**src/rtl/div_iter_if.sv**
```systemverilog
// rtl/div_iter_if.sv - request/result bundle between the EX stage and div_iter
//
// Purpose: groups the divider handshake and data signals.
//   master : start, signed_div, a, b, flush driven; busy, valid, quotient,
//            remainder, div_by_zero observed (pipeline / EX stage side)
//   slave  : the divider side, directions reversed
// Parameter WIDTH: operand, quotient and remainder width in bits.

interface div_iter_if #(
  parameter int WIDTH = 32
);
  logic             start;
  logic             signed_div;
  logic [WIDTH-1:0] a;
  logic [WIDTH-1:0] b;
  logic             flush;
  logic             busy;
  logic             valid;
  logic [WIDTH-1:0] quotient;
  logic [WIDTH-1:0] remainder;
  logic             div_by_zero;

  modport master (
    output start, signed_div, a, b, flush,
    input  busy, valid, quotient, remainder, div_by_zero
  );

  modport slave (
    input  start, signed_div, a, b, flush,
    output busy, valid, quotient, remainder, div_by_zero
  );
endinterface

```
**src/rtl/div_iter.sv**
```systemverilog
// rtl/div_iter.sv - iterative radix-2 restoring divider for MIPS DIV/DIVU
//
// Purpose: one quotient bit per cycle. Operand magnitudes are divided
// unsigned, then the quotient/remainder signs are fixed up on entry to DONE
// (quotient truncates toward zero, remainder takes the dividend's sign).
// Ports:
//   clk     in  rising-edge clock
//   resetn  in  asynchronous active-low reset
//   bus     div_iter_if.slave
//           start/signed_div/a/b  request, sampled only in IDLE
//           flush                 abort current op (beats start in IDLE)
//           busy                  state != IDLE
//           valid                 one-cycle result pulse
//           quotient/remainder    LO/HI values, held until the next DONE
//           div_by_zero           held result came from b == 0
// Build option: define DIV_ZERO_FAST_EN to send b == 0 straight from IDLE
// to DONE (valid one cycle after start) instead of the full iteration.

module div_iter #(
  parameter int WIDTH = 32
) (
  input  logic       clk,
  input  logic       resetn,
  div_iter_if.slave  bus
);

  localparam int CW = $clog2(WIDTH);
  localparam logic [CW-1:0] LAST_CNT = CW'(WIDTH - 1);

  typedef enum logic [1:0] {
    S_IDLE = 2'd0,
    S_CALC = 2'd1,
    S_DONE = 2'd2
  } state_t;

  state_t state_q, state_d;

  // Iteration state: dvd_q shifts the dividend out of its top while the
  // quotient bits shift in at the bottom.
  logic [WIDTH-1:0] dvd_q;
  logic [WIDTH-1:0] rem_q;
  logic [WIDTH-1:0] dsr_q;
  logic [CW-1:0]    cnt_q;
  logic             sign_q_q;
  logic             sign_r_q;
  logic             dz_q;

  // Held results
  logic [WIDTH-1:0] quot_q;
  logic [WIDTH-1:0] remd_q;
  logic             dz_out_q;

  // Request decode
  logic             accept;
  logic             a_neg;
  logic             b_neg;
  logic [WIDTH-1:0] a_mag;
  logic [WIDTH-1:0] b_mag;
  logic             b_zero;

  assign accept = (state_q == S_IDLE) && bus.start && !bus.flush;
  assign a_neg  = bus.signed_div & bus.a[WIDTH-1];
  assign b_neg  = bus.signed_div & bus.b[WIDTH-1];
  assign a_mag  = a_neg ? (~bus.a + 1'b1) : bus.a;
  assign b_mag  = b_neg ? (~bus.b + 1'b1) : bus.b;
  assign b_zero = (bus.b == '0);

  // One restoring step. The shifted partial remainder is WIDTH+1 bits and
  // is compared against the zero-extended divisor, so the subtract cannot
  // overflow; after a successful subtract the result always fits WIDTH bits.
  logic [WIDTH:0]   shifted;
  logic [WIDTH:0]   rem_wide;
  logic             q_bit;
  logic [WIDTH-1:0] rem_step;
  logic [WIDTH-1:0] dvd_step;
  logic             last;
  logic [WIDTH-1:0] quot_final;
  logic [WIDTH-1:0] rem_final;
  logic             unused_bits;

  assign shifted     = {rem_q, dvd_q[WIDTH-1]};
  assign q_bit       = (shifted >= {1'b0, dsr_q});
  assign rem_wide    = q_bit ? (shifted - {1'b0, dsr_q}) : shifted;
  assign rem_step    = rem_wide[WIDTH-1:0];
  assign unused_bits = rem_wide[WIDTH];
  assign dvd_step    = {dvd_q[WIDTH-2:0], q_bit};
  assign last        = (cnt_q == LAST_CNT);

  // Divide by zero naturally leaves rem = |a| and quotient = all ones; the
  // sign fix-up on the remainder restores the original a, but the quotient
  // must not be negated, hence the override.
  assign quot_final = dz_q ? '1 : (sign_q_q ? (~dvd_step + 1'b1) : dvd_step);
  assign rem_final  = sign_r_q ? (~rem_step + 1'b1) : rem_step;

  // State register
  always_ff @(posedge clk or negedge resetn) begin
    if (!resetn) begin
      state_q <= S_IDLE;
    end else begin
      state_q <= state_d;
    end
  end

  // Next state
  always_comb begin
    state_d = state_q;
    case (state_q)
      S_IDLE: begin
        if (accept) begin
`ifdef DIV_ZERO_FAST_EN
          state_d = b_zero ? S_DONE : S_CALC;
`else
          state_d = S_CALC;
`endif
        end
      end
      S_CALC: begin
        if (bus.flush) begin
          state_d = S_IDLE;
        end else if (last) begin
          state_d = S_DONE;
        end
      end
      S_DONE: begin
        state_d = S_IDLE;
      end
      default: begin
        state_d = S_IDLE;
      end
    endcase
  end

  // Iteration datapath
  always_ff @(posedge clk or negedge resetn) begin
    if (!resetn) begin
      dvd_q    <= '0;
      rem_q    <= '0;
      dsr_q    <= '0;
      cnt_q    <= '0;
      sign_q_q <= 1'b0;
      sign_r_q <= 1'b0;
      dz_q     <= 1'b0;
    end else if (accept) begin
      dvd_q    <= a_mag;
      dsr_q    <= b_mag;
      rem_q    <= '0;
      cnt_q    <= '0;
      sign_q_q <= a_neg ^ b_neg;
      sign_r_q <= a_neg;
      dz_q     <= b_zero;
    end else if (state_q == S_CALC && !bus.flush) begin
      dvd_q    <= dvd_step;
      rem_q    <= rem_step;
      cnt_q    <= cnt_q + 1'b1;
    end
  end

  // Held results: written only on the edge that enters DONE
  always_ff @(posedge clk or negedge resetn) begin
    if (!resetn) begin
      quot_q   <= '0;
      remd_q   <= '0;
      dz_out_q <= 1'b0;
`ifdef DIV_ZERO_FAST_EN
    end else if (accept && b_zero) begin
      quot_q   <= '1;
      remd_q   <= bus.a;
      dz_out_q <= 1'b1;
`endif
    end else if (state_q == S_CALC && !bus.flush && last) begin
      quot_q   <= quot_final;
      remd_q   <= rem_final;
      dz_out_q <= dz_q;
    end
  end

  assign bus.busy        = (state_q != S_IDLE);
  // A flush landing in the DONE cycle suppresses the pulse.
  assign bus.valid       = (state_q == S_DONE) && !bus.flush;
  assign bus.quotient    = quot_q;
  assign bus.remainder   = remd_q;
  assign bus.div_by_zero = dz_out_q;

endmodule

```
**src/flat_wrapper.sv**
```systemverilog
// flat-port wrapper written by rule: the top's interface ports become plain ports
module div_iter_flat 
#(
  parameter int WIDTH = 32
)
  (clk, resetn, bus_start, bus_signed_div, bus_a, bus_b, bus_flush, bus_busy, bus_valid, bus_quotient, bus_remainder, bus_div_by_zero);
  div_iter_if #(.WIDTH(WIDTH)) bus_i ();
  input  logic clk;
  input  logic resetn;
  input wire logic [$bits(bus_i.start)-1:0] bus_start;
  input wire logic [$bits(bus_i.signed_div)-1:0] bus_signed_div;
  input wire logic [$bits(bus_i.a)-1:0] bus_a;
  input wire logic [$bits(bus_i.b)-1:0] bus_b;
  input wire logic [$bits(bus_i.flush)-1:0] bus_flush;
  output wire logic [$bits(bus_i.busy)-1:0] bus_busy;
  output wire logic [$bits(bus_i.valid)-1:0] bus_valid;
  output wire logic [$bits(bus_i.quotient)-1:0] bus_quotient;
  output wire logic [$bits(bus_i.remainder)-1:0] bus_remainder;
  output wire logic [$bits(bus_i.div_by_zero)-1:0] bus_div_by_zero;
  assign bus_i.start = bus_start;
  assign bus_i.signed_div = bus_signed_div;
  assign bus_i.a = bus_a;
  assign bus_i.b = bus_b;
  assign bus_i.flush = bus_flush;
  assign bus_busy = bus_i.busy;
  assign bus_valid = bus_i.valid;
  assign bus_quotient = bus_i.quotient;
  assign bus_remainder = bus_i.remainder;
  assign bus_div_by_zero = bus_i.div_by_zero;
  div_iter #(.WIDTH(WIDTH)) u_core (.clk(clk), .resetn(resetn), .bus(bus_i));
endmodule
```
**config.mk**
```make
export PLATFORM = sky130hd
export DESIGN_NAME = div_iter_flat
export DESIGN_NICKNAME = d
export VERILOG_FILES = /design/src/rtl/div_iter_if.sv /design/src/rtl/div_iter.sv /design/src/flat_wrapper.sv
export SDC_FILE = /design/constraint.sdc
export NUM_CORES = 1
export LEC_CHECK = 0
export CORE_ASPECT_RATIO = 0.8
export CORE_UTILIZATION = 58
export DETAILED_ROUTE_END_ITERATION = 8
export HOLD_SLACK_MARGIN = 0.05
export PLACE_DENSITY = 0.82
export SYNTH_ARGS = -nofsm -noshare
export SYNTH_HDL_FRONTEND = slang
export SYNTH_SLANG_ARGS = --single-unit
```
**constraint.sdc**
```tcl
create_clock -name clk -period 6.5 [get_ports clk]
set_input_delay 0.65 -clock clk [delete_from_list [all_inputs] [get_ports clk]]
set_output_delay 0.65 -clock clk [all_outputs]
set_load 0.005 [all_outputs]
```
==> metrics <==
status complete, no violations; clock sink total 171; Avg Cell Area, Syn 8.021 µm²; async set-or-reset flop fraction in the synthesized netlist 100.0%; antenna diode count 0; predominant post-synthesis flop cell dfrtp_1; total negative setup slack 0 ns; Data required, critical path 6.82 ns; fin crit period 5.324 ns; count of yosys warnings during synthesis 0; critical path start-end classification flip-flop to flip-flop; Initial Utilization 59.94%; part of the cycle the worst path needs 81.90%; Root Driver clkbuf_16; ratio of total power to cell area 441.9 nW/µm²; clock slew at the register clock pins of the worst setup and hold paths 0.08 ns; overall global routing resource usage 35.17%; synthesized cell area 12,040 µm²; Final Hold Violating Endpoints 0; Slew Limit Fails 0; Core Util, Final 69.81%; First DRT Iteration DRCs 1,414; number of placed instances with taps included 1,825; transition at the pin with the smallest max-transition slack 1.206 ns; total leakage power 5.845 nW; Die H 130.9 µm; Post-CTS Setup Bufs 0; horizontal die dimension 163.1 µm; clock buffers created by TritonCTS 17; gate count after technology mapping 1,501; routed vias 11,650; PostCTS Resize Cnt 0; Longest Clk Path Bufs 2; global-route wire length before repair 57.49 mm; num rows 46; Worst setup EP type flip-flop; timing-limited maximum frequency 187.8 MHz; fraction of layout instances using a drive strength above 1 4.896%; Place WS 1.268 ns; final instance area 14,020 µm²; maximum fanout count along the critical path 12; arrival time reported for the critical path endpoint 5.65 ns; antenna violations before repair 1; core region area 20,090 µm²; number of ports placed on the die boundary 136; placed cell areas 13,450 µm²; CTS tree yes; post-synth cell types 76; floorplan die area 21,340 µm²; number of flops mapped to enable cells by yosys 0; first drt pass iteration count 7; Area growth, synth to finish 16.48%; Hold Buf Count CTS 0; crit path setup slack, layout 1.176 ns; port bufs 135; nets in the synthesized netlist 1,609; total wire length after detailed routing 36.90 mm; number of setup violations in the final report 0; HPWL after detailed placement 27.33 mm; wire length per cell 19.87 µm; Antenna Violating Nets Remaining 0; setup repair after global routing missed its margin false; max-slew headroom at the worst pin 19.59%; DRC 0; setup skew after layout 0.01581 ns; class of the worst hold path input pin to asynchronous set/reset pin; Total Nets Final 1,688; maximum number of pins on one net before global-route repair 124; GPL Wtd Cong 0.9677; number of filler instances in the final layout 1,640; final standard cell count with taps included and fillers excluded 1,857; clock insertion delay at the later pin of the skew report 0.45 ns; flip-flop and latch count after synthesis 171; maximum VDD drop 0.0002721 V; routed via count divided by cell count 6.275; total number of H-tree levels 4; MaxCap Viol Count 0; sequential-to-total area share from yosys stat 35.54%; final global-route overflow total 0; kind of start point of the critical path flip-flop; vias in the first global route 10,580
## routing by layer
metal	global-route usage (%)	up-vias	part of all wire [%]	wire, µm
li1	-	5472	-	-
met3	10.80	42	12	4532
met2	49.49	627	41	15260
met1	52.37	5511	45	16710
met4	7.916	0	1.1	409
met5	0	-	0	0
## stage by stage
stage | hold slack, ns | power, mW
after CTS | 0.2234 | 6.072
after global routing | 0.2436 | 6.559
after global placement | 0.4571 | 4.978
after detailed placement | 0.4624 | 5.032
after floorplan | 0.3544 | 4.097
final | 0.1981 | 6.198
## flip-flops by register name, indices dropped and copies added, names as in the netlist
name                    cells
u_core.bus.quotient        32
u_core.bus.remainder       32
u_core.dsr_q               32
u_core.dvd_q               32
u_core.rem_q               32
u_core.cnt_q                5
u_core.state_q              2
u_core.bus.div_by_zero      1
u_core.dz_q                 1
u_core.sign_q_q             1
u_core.sign_r_q             1
## Yosys cell counts, drive strengths merged, types with 6 or more instances
library cell | count | area (µm²)
nand2 | 255 | 957.2
dfrtp | 171 | 4279
o21ai | 167 | 843.3
nor2 | 130 | 488.0
a21oi | 100 | 500.5
xnor2 | 79 | 691.9
xor2 | 62 | 543.0
clkbuf | 61 | 229.0
inv | 48 | 180.2
a31oi | 39 | 244.0
ha | 38 | 475.5
nor3 | 30 | 155.1
buf | 26 | 157.7
o31ai | 23 | 191.4
nand3 | 22 | 122.6
or4 | 21 | 165.2
mux2i | 20 | 200.2
or3 | 20 | 125.1
nor4 | 17 | 127.6
nand2b | 13 | 81.33
nand4 | 12 | 75.07
o21a | 12 | 90.09
and2 | 10 | 62.56
o211ai | 10 | 75.07
nor3b | 9 | 67.56
or2 | 8 | 52.55
a41oi | 7 | 61.31
o41ai | 7 | 61.31
and3 | 6 | 37.54
nor2b | 6 | 37.54
## kinds of logic after synthesis
family | count (synthesis) | synth area share [%]
xor+xnor | 141 | 10.26
simple gates | 573 | 22.24
mux | 25 | 2.130
flops | 171 | 35.54
buf+inv | 135 | 4.708
compound gates | 417 | 21.00
fa+ha+maj | 39 | 4.116
## final timing paths
kind                            slack (ns)  cells after the start                        to                   start
worst min register to register        0.48                      2    u_core.bus.quotient[2]  u_core.bus.quotient[2]
min in group clk                      0.48                      2    u_core.bus.quotient[2]  u_core.bus.quotient[2]
max in group asynchronous             5.04                      2           u_core.dsr_q[0]                  resetn
worst max register to register        1.18                     17   u_core.bus.quotient[26]        u_core.rem_q[15]
worst max-delay path                  1.18                     17   u_core.bus.quotient[26]        u_core.rem_q[15]
worst min-delay path                  0.20                      1  u_core.bus.remainder[17]                  resetn
## final cells by class
class | instances | area, µm² | area share (%)
Clock inverter | 15 | 147.6 | 1.053
Timing Repair Buffer | 147 | 1443 | 10.29
Tap cell | 264 | 330.3 | 2.355
Sequential cell | 171 | 4279 | 30.51
Clock buffer | 17 | 425.4 | 3.034
Multi-Input combinational cell | 1195 | 7218 | 51.47
Inverter | 48 | 180.2 | 1.285
## cells in the final DEF (no fill, tap or decap), types with 8 or more instances in the layout
cell / instances
o211ai_1: 10
nor2_1: 129
a21oi_1: 100
nand2b_1: 13
o21ai_1: 11
ha_1: 38
nand4_1: 12
nand3_1: 21
inv_1: 47
and2_1: 10
clkdlybuf4s50_1: 134
o31ai_1: 21
o21ai_0: 154
dfrtp_1: 171
mux2i_1: 20
xnor2_1: 79
xor2_1: 62
or3_1: 20
nand2_1: 254
nor3_1: 29
or4_1: 19
a31oi_1: 39
nor4_1: 15
buf_4: 12
nor3b_1: 8
o21a_1: 12
clkbuf_16: 17
## power by group
part / switching (mW) / internal (mW) / total [mW]
clock: 0.507 / 0.511 / 1.02
sequential: 0.252 / 1.24 / 1.49
combinational: 2.37 / 1.32 / 3.69
## critical path: stages, from the launching register on
cell and delay, ns:
dfrtp_1 0.45, ha_1 0.47, a21oi_1 0.31, o21ai_0 0.29, a21oi_1 0.21, a31oi_1 0.21
or2_2 0.36, inv_1 0.11, ha_1 0.21, nand3b_1 0.11, or3_1 0.33, or3_1 0.35
or2_2 0.33, or4_4 0.46, or4_1 0.47, o31ai_2 0.24, xor2_1 0.20, a21oi_1 0.09
No activity file was read; power rests on OpenSTA's default activity.
